File: config.mk
export PLATFORM = sky130hd
export DESIGN_NAME = call_return_ctrl_flat
export DESIGN_NICKNAME = d
export VERILOG_FILES = /design/src/rtl/call_return_if.sv /design/src/rtl/call_return_ctrl.sv /design/src/flat_wrapper.sv
export SDC_FILE = /design/constraint.sdc
export NUM_CORES = 1
export LEC_CHECK = 0
export CORE_UTILIZATION = 50
export CTS_CLUSTER_DIAMETER = 120
export CTS_CLUSTER_SIZE = 12
export DETAILED_ROUTE_END_ITERATION = 12
export PLACE_DENSITY = 0.8
export SYNTH_ARGS = -nofsm -noshare
export SYNTH_HDL_FRONTEND = slang
export SYNTH_SLANG_ARGS = --single-unit
File: constraint.sdc
create_clock -name clk -period 3.3 [get_ports clk]
set_clock_uncertainty 0.2 [all_clocks]
set_input_delay 0.33 -clock clk [delete_from_list [all_inputs] [get_ports clk]]
set_output_delay 0.33 -clock clk [all_outputs]
set_load 0.01 [all_outputs]
File: src/rtl/call_return_if.sv
// ----------------------------------------------------------------------------
// call_return_if
// Purpose : Bundles the request, stack and status signals of the call/return
//           controller into one port.
// Signals : call_req, ret_req, ret_pc[15:0], call_target[15:0], err_clr
//             requests from the core to the controller
//           push_enable, push_data[7:0], pop_enable, pop_data[7:0]
//             byte-wide stack port (pop_data is the combinational stack top)
//           busy, pc_load, new_pc[15:0], req_err, overflow, underflow,
//           depth[7:0]
//             status back to the core
// Modports: slave  - the controller side
//           master - the core/stack side that drives requests and pop_data
// ----------------------------------------------------------------------------
interface call_return_if;
   logic        call_req;
   logic        ret_req;
   logic [15:0] ret_pc;
   logic [15:0] call_target;
   logic        err_clr;
   logic        push_enable;
   logic [7:0]  push_data;
   logic        pop_enable;
   logic [7:0]  pop_data;
   logic        busy;
   logic        pc_load;
   logic [15:0] new_pc;
   logic        req_err;
   logic        overflow;
   logic        underflow;
   logic [7:0]  depth;

   modport slave (
      input  call_req, ret_req, ret_pc, call_target, err_clr, pop_data,
      output push_enable, push_data, pop_enable, busy, pc_load, new_pc,
             req_err, overflow, underflow, depth
   );

   modport master (
      output call_req, ret_req, ret_pc, call_target, err_clr, pop_data,
      input  push_enable, push_data, pop_enable, busy, pc_load, new_pc,
             req_err, overflow, underflow, depth
   );
endinterface

File: src/rtl/call_return_ctrl.sv
// ----------------------------------------------------------------------------
// call_return_ctrl
// Purpose : Sequences subroutine calls and returns over a byte-wide stack.
//           A call pushes the 16-bit return address low byte first, then high
//           byte, and loads the call target. A return pops high then low byte
//           and loads the reassembled address. Rejected requests raise a
//           one-cycle req_err and a sticky overflow/underflow flag.
// Ports   : clk - rising-edge clock
//           rst - asynchronous active-low reset
//           bus - call_return_if.slave (requests, stack port, status)
// Params  : STACK_BYTES - byte capacity of the attached stack
// ----------------------------------------------------------------------------
module call_return_ctrl #(
   parameter int STACK_BYTES = 255
) (
   input  logic          clk,
   input  logic          rst,
   call_return_if.slave  bus
);

   typedef enum logic [2:0] {
      IDLE,
      PUSH_LO,
      PUSH_HI,
      POP_HI,
      POP_LO,
      LOAD
   } state_t;

   state_t      state_q, state_d;
   logic [15:0] retPc_q, retPc_d;
   logic [15:0] target_q, target_d;
   logic [7:0]  popHi_q, popHi_d;
   logic [15:0] newPc_q, newPc_d;
   logic [7:0]  depth_q, depth_d;
   logic        reqErr_q, reqErr_d;
   logic        overflow_q, overflow_d;
   logic        underflow_q, underflow_d;

   logic        pushEnable;
   logic [7:0]  pushData;
   logic        popEnable;
   logic        pcLoad;
   logic        ovfSet;
   logic        unfSet;
   int          depthInt;
   logic        callOk;
   logic        retOk;

   // A call needs room for two bytes; a return needs two bytes present.
   // The comparison is done in int so small STACK_BYTES values stay signed.
   assign depthInt = int'(depth_q);
   assign callOk   = (depthInt <= STACK_BYTES - 2);
   assign retOk    = (depth_q >= 8'd2);

   // Next-state and strobe decode. Requests are only looked at in IDLE, so
   // anything raised while busy is simply dropped. A call wins over a return
   // when both arrive together.
   always_comb begin
      state_d    = state_q;
      retPc_d    = retPc_q;
      target_d   = target_q;
      popHi_d    = popHi_q;
      newPc_d    = newPc_q;
      reqErr_d   = 1'b0;
      ovfSet     = 1'b0;
      unfSet     = 1'b0;
      pushEnable = 1'b0;
      pushData   = 8'h00;
      popEnable  = 1'b0;
      pcLoad     = 1'b0;

      case (state_q)
         IDLE: begin
            if (bus.call_req) begin
               if (callOk) begin
                  retPc_d  = bus.ret_pc;
                  target_d = bus.call_target;
                  state_d  = PUSH_LO;
               end else begin
                  reqErr_d = 1'b1;
                  ovfSet   = 1'b1;
               end
            end else if (bus.ret_req) begin
               if (retOk) begin
                  state_d = POP_HI;
               end else begin
                  reqErr_d = 1'b1;
                  unfSet   = 1'b1;
               end
            end
         end
         PUSH_LO: begin
            pushEnable = 1'b1;
            pushData   = retPc_q[7:0];
            state_d    = PUSH_HI;
         end
         PUSH_HI: begin
            pushEnable = 1'b1;
            pushData   = retPc_q[15:8];
            newPc_d    = target_q;
            state_d    = LOAD;
         end
         POP_HI: begin
            popEnable = 1'b1;
            popHi_d   = bus.pop_data;
            state_d   = POP_LO;
         end
         POP_LO: begin
            popEnable = 1'b1;
            newPc_d   = {popHi_q, bus.pop_data};
            state_d   = LOAD;
         end
         LOAD: begin
            pcLoad  = 1'b1;
            state_d = IDLE;
         end
         default: begin
            state_d = IDLE;
         end
      endcase
   end

   // Depth tracks the stack strobes and saturates at both ends so it can
   // never wrap. Error flags are sticky; a new error in the same cycle as
   // err_clr keeps the flag set.
   always_comb begin
      depth_d = depth_q;
      if (pushEnable && (depth_q != 8'hFF)) begin
         depth_d = depth_q + 8'd1;
      end else if (popEnable && (depth_q != 8'h00)) begin
         depth_d = depth_q - 8'd1;
      end

      overflow_d = overflow_q;
      if (ovfSet) begin
         overflow_d = 1'b1;
      end else if (bus.err_clr) begin
         overflow_d = 1'b0;
      end

      underflow_d = underflow_q;
      if (unfSet) begin
         underflow_d = 1'b1;
      end else if (bus.err_clr) begin
         underflow_d = 1'b0;
      end
   end

   // State register. Strobes decode from state, so pulling rst low kills
   // them combinationally in the same cycle and any sequence is abandoned.
   always_ff @(posedge clk or negedge rst) begin
      if (!rst) begin
         state_q     <= IDLE;
         retPc_q     <= 16'h0000;
         target_q    <= 16'h0000;
         popHi_q     <= 8'h00;
         newPc_q     <= 16'h0000;
         depth_q     <= 8'h00;
         reqErr_q    <= 1'b0;
         overflow_q  <= 1'b0;
         underflow_q <= 1'b0;
      end else begin
         state_q     <= state_d;
         retPc_q     <= retPc_d;
         target_q    <= target_d;
         popHi_q     <= popHi_d;
         newPc_q     <= newPc_d;
         depth_q     <= depth_d;
         reqErr_q    <= reqErr_d;
         overflow_q  <= overflow_d;
         underflow_q <= underflow_d;
      end
   end

   assign bus.push_enable = pushEnable;
   assign bus.push_data   = pushData;
   assign bus.pop_enable  = popEnable;
   assign bus.busy        = (state_q != IDLE);
   assign bus.pc_load     = pcLoad;
   assign bus.new_pc      = newPc_q;
   assign bus.req_err     = reqErr_q;
   assign bus.overflow    = overflow_q;
   assign bus.underflow   = underflow_q;
   assign bus.depth       = depth_q;

endmodule
File: src/flat_wrapper.sv
// flat-port wrapper written by rule: the top's interface ports become plain ports
module call_return_ctrl_flat 
#(
   parameter int STACK_BYTES = 255
)
  (clk, rst, bus_call_req, bus_ret_req, bus_ret_pc, bus_call_target, bus_err_clr, bus_pop_data, bus_push_enable, bus_push_data, bus_pop_enable, bus_busy, bus_pc_load, bus_new_pc, bus_req_err, bus_overflow, bus_underflow, bus_depth);
  call_return_if bus_i ();
  input  logic clk;
  input  logic rst;
  input wire logic [$bits(bus_i.call_req)-1:0] bus_call_req;
  input wire logic [$bits(bus_i.ret_req)-1:0] bus_ret_req;
  input wire logic [$bits(bus_i.ret_pc)-1:0] bus_ret_pc;
  input wire logic [$bits(bus_i.call_target)-1:0] bus_call_target;
  input wire logic [$bits(bus_i.err_clr)-1:0] bus_err_clr;
  input wire logic [$bits(bus_i.pop_data)-1:0] bus_pop_data;
  output wire logic [$bits(bus_i.push_enable)-1:0] bus_push_enable;
  output wire logic [$bits(bus_i.push_data)-1:0] bus_push_data;
  output wire logic [$bits(bus_i.pop_enable)-1:0] bus_pop_enable;
  output wire logic [$bits(bus_i.busy)-1:0] bus_busy;
  output wire logic [$bits(bus_i.pc_load)-1:0] bus_pc_load;
  output wire logic [$bits(bus_i.new_pc)-1:0] bus_new_pc;
  output wire logic [$bits(bus_i.req_err)-1:0] bus_req_err;
  output wire logic [$bits(bus_i.overflow)-1:0] bus_overflow;
  output wire logic [$bits(bus_i.underflow)-1:0] bus_underflow;
  output wire logic [$bits(bus_i.depth)-1:0] bus_depth;
  assign bus_i.call_req = bus_call_req;
  assign bus_i.ret_req = bus_ret_req;
  assign bus_i.ret_pc = bus_ret_pc;
  assign bus_i.call_target = bus_call_target;
  assign bus_i.err_clr = bus_err_clr;
  assign bus_i.pop_data = bus_pop_data;
  assign bus_push_enable = bus_i.push_enable;
  assign bus_push_data = bus_i.push_data;
  assign bus_pop_enable = bus_i.pop_enable;
  assign bus_busy = bus_i.busy;
  assign bus_pc_load = bus_i.pc_load;
  assign bus_new_pc = bus_i.new_pc;
  assign bus_req_err = bus_i.req_err;
  assign bus_overflow = bus_i.overflow;
  assign bus_underflow = bus_i.underflow;
  assign bus_depth = bus_i.depth;
  call_return_ctrl #(.STACK_BYTES(STACK_BYTES)) u_core (.clk(clk), .rst(rst), .bus(bus_i));
endmodule
==> impl_metrics.env <==
export IMPL_status="finished clean"
export IMPL_start_util=0.528
export IMPL_synth_edf_count=0
export IMPL_die_h_um=87.6
export IMPL_r2r_start="u_core.state_q[0]$_DFFE_PN0P_"
export IMPL_io_pin_count=84
export IMPL_grt_max_degree=56
export IMPL_critPathArrivalTime_ns=3.10
export IMPL_powerDensity_nw_per_um2=1140
export IMPL_p_clk_frac=0.144
export IMPL_route_detailed_drc=0
export IMPL_max_clock_freq_ghz=0.330
export IMPL_seq_area_frac_synth=0.478
export IMPL_power_total_w=0.00546
export IMPL_diodes=0
export IMPL_crit_type="reg2reg"
export IMPL_first_pass_iters=4
export IMPL_start_kind="flop"
export IMPL_viasPerCell=5.80
export IMPL_overflow=0
export IMPL_p_switching_w=0.00218
export IMPL_ys_ff_latch=70
export IMPL_drtIter0Drc=186
export IMPL_numPortBuffers=83
export IMPL_syn_inst=359
export IMPL_crit_slowest_cell="or4b_2"
export IMPL_clk_pin_slew_ns=0.08
export IMPL_synth_async_sr_flop_share=1.00
export IMPL_cp_buffers_inverters=1
export IMPL_finalCritPeriodShare=0.917
export IMPL_ant_nets=0
export IMPL_vdd_drop_max_v=0.000517
export IMPL_avgRoutedWirePerCell_um=16.2
export IMPL_grtUsageMet1=0.355
export IMPL_fp_dieArea_um2=7680
export IMPL_clockBufferDepth=2
export IMPL_layout_min_cycle_time_ns=3.03
export IMPL_cts_sinks=70
export IMPL_cp_slowest_stage_delay_ns=0.64
export IMPL_pwr_share_seq=0.303
export IMPL_rows=30
export IMPL_cts_root_buffer="clkbuf_8"
export IMPL_drt_wl_total_um=8750
export IMPL_finalSetupViolations=0
export IMPL_ctsResizeCount=0
export IMPL_tightestPinTransition_ns=0.769
export IMPL_drv_cap=0
export IMPL_fp_dieW_um=87.6
export IMPL_synth_ff_type="dfrtp_1"
export IMPL_core_um2=6940
export IMPL_nets=490
export IMPL_maxSlewHeadroom=0.487
export IMPL_power_internal_w=0.00328
export IMPL_swShare=0.399
export IMPL_required_ns=3.37
export IMPL_cpLargestDelayFamily="simple AND/OR/NAND/NOR gates"
export IMPL_cts_tree="yes"
export IMPL_busiest_layer="met2"
export IMPL_avgSynthCellArea_um2=10.2
export IMPL_antenna_found_initial=0
export IMPL_gp_congestion=0.826
export IMPL_layout_drive_gt1_share=0.167
export IMPL_hold_viol=0
export IMPL_cts_buffers=9
export IMPL_finalSetupTns_ns=0
export IMPL_netlist_area_um2=3670
export IMPL_p_comb_frac=0.553
export IMPL_htreeDepth=3
export IMPL_critical_path_max_fanout=7
export IMPL_rsz0062_at_grt="no"
export IMPL_leakagePower_nw=1.98
export IMPL_clk_latency_ns=0.34
export IMPL_hold_ws_ns=0.294
export IMPL_grt_usage=0.248
export IMPL_grtUsageMet3=0.0386
export IMPL_crit_path_end_kind="flop"
export IMPL_use_met2=0.386
export IMPL_synth_nets=411
export IMPL_hp_class="reg2reg"
export IMPL_post_cts_buffers=0
export IMPL_yosysWarnings=0
export IMPL_drv_slew=0
export IMPL_hold_path_startpoint="u_core.bus.underflow$_DFFE_PN0P_"
export IMPL_place_detailed_hpwl_um=5790
export IMPL_cp_cell_sequence="nor2b_1, o21bai_1, inv_1, nand2_1, ha_1, a211oi_1, nor3_1, or4b_2, nand4_1"
export IMPL_cp_startpoint="u_core.state_q[0]$_DFFE_PN0P_"
export IMPL_synth_cell_types=47
export IMPL_syn2layout_area_growth_pct=31.0
export IMPL_grt_first_pass_wirelength_um=14600
export IMPL_dr_total_vias=3124
export IMPL_grt_pass1_vias=2948
sequential cells by signal, indices dropped and copies added, names as in the netlist:
| signal | flops |
|---|---|
| u_core.bus.depth | 8 |
| u_core.bus.new_pc | 16 |
| u_core.bus.overflow | 1 |
| u_core.bus.req_err | 1 |
| u_core.bus.underflow | 1 |
| u_core.popHi_q | 8 |
| u_core.retPc_q | 16 |
| u_core.state_q | 3 |
| u_core.target_q | 16 |
cells in the final DEF, fill, tap and decap left out, types with 4 or more instances in the layout:
cell type        Yosys  final
buf_4                2      6
a21oi_1             35     35
dfrtp_1             70     70
o22ai_1             16     16
o21ai_0             22     22
nand2_1              5      5
ha_1                 6      6
a22oi_1              8      8
clkdlybuf4s50_1      0     82
a211oi_1             4      4
mux2_2              45     45
nor2_1              45     45
nor2b_1              4      4
clkbuf_8             0     10
inv_1               11     11
nand3_1              5      5
nor3_1               4      4
or3_1               16     16
through the flow:
| step | util | cells | instance area [µm²] | worst slack (ns) |
|---|---|---|---|---|
| final | 0.692 | 539 | 4800 | 0.273 |
| after global routing | 0.692 | 539 | 4800 | 0.0645 |
| after CTS | 0.692 | 539 | 4800 | 0.277 |
| after detailed placement | 0.658 | 522 | 4570 | 0.329 |
| after global placement | 0.658 | 522 | 4570 | 0.453 |
| after floorplan | - | 359 | 3670 | 0.308 |
worst reg2reg max path, stage by stage (launching register included):
cell and delay (ns):
dfrtp_1 0.41, nor2b_1 0.15, o21bai_1 0.27, inv_1 0.13, nand2_1 0.23, ha_1 0.29
a211oi_1 0.35, nor3_1 0.17, or4b_2 0.64, nand4_1 0.12
power groups by stage:
stage               clock network (W)  logic [W]  registers (W)
finish                       0.000787    0.00302        0.00165
global route                 0.000836    0.00337        0.00171
CTS                          0.000790    0.00303        0.00165
detailed placement                  0    0.00301        0.00166
global placement                    0    0.00293        0.00164
floorplan                           0    0.00204        0.00164
cell families (layout without fill, tap and decap cells):
group / Yosys count / count (layout) / share of synthesized area
muxes: 47 / 47 / 0.144
xor gates and xnor gates: 3 / 3 / 0.00717
buffers and inverters: 34 / 118 / 0.0406
adders and majority gates: 7 / 7 / 0.0259
AOI/OAI and AO/OA: 98 / 98 / 0.160
and+or+nand+nor: 100 / 100 / 0.145
DFF: 70 / 70 / 0.478
timing repair:
| item | 4_1_cts | 5_1_grt |
|---|---|---|
| endpoints found under the hold margin | 33 | 0 |
| setup endpoints to repair | 0 | 0 |
| hold buffers | 1 | 0 |
synth_stat cells (4+ instances only):
cell type,instances,area (µm²)
mux2_2,45,507
a22oi_1,8,60.1
dfrtp_1,70,1750
nor3_1,4,20.0
or3_1,16,100
o21ai_0,22,110
nand2_1,5,18.8
nor2b_1,4,25.0
nand3_1,5,25.0
o22ai_1,16,100
inv_1,11,41.3
clkbuf_1,14,52.6
buf_2,5,25.0
ha_1,6,75.1
a211oi_1,4,30.0
a21oi_1,35,175
nor2_1,45,169
routing by layer:
layer  vias to the layer above  share of wire
li1                       1466              -
met1                      1547           0.46
met2                        98           0.47
met3                        13          0.053
met4                         0          0.014
met5                         -              0
worst paths after layout:
check | end | slack, ns | cells past startpoint
setup reg to reg | u_core.bus.depth[7]$_DFFE_PN0P_ | 0.27 | 9
min in group asynchronous | u_core.retPc_q[5]$_DFFE_PN0P_ | 0.41 | 2
hold reg to reg | u_core.bus.underflow$_DFFE_PN0P_ | 0.29 | 1
max in group asynchronous | u_core.bus.underflow$_DFFE_PN0P_ | 1.82 | 3
setup / recovery | u_core.bus.depth[7]$_DFFE_PN0P_ | 0.27 | 9
hold / removal | u_core.bus.underflow$_DFFE_PN0P_ | 0.29 | 1
final cells by class:
class,instances,area (µm²)
fill,535,2140
multi-input combinational,255,1770
sequential,70,1750
timing repair buffer,91,901
clock buffer,11,141
tap,96,120
clock inverter,5,81.3
inverter,11,41.3
(Power assumes the default switching activity.)
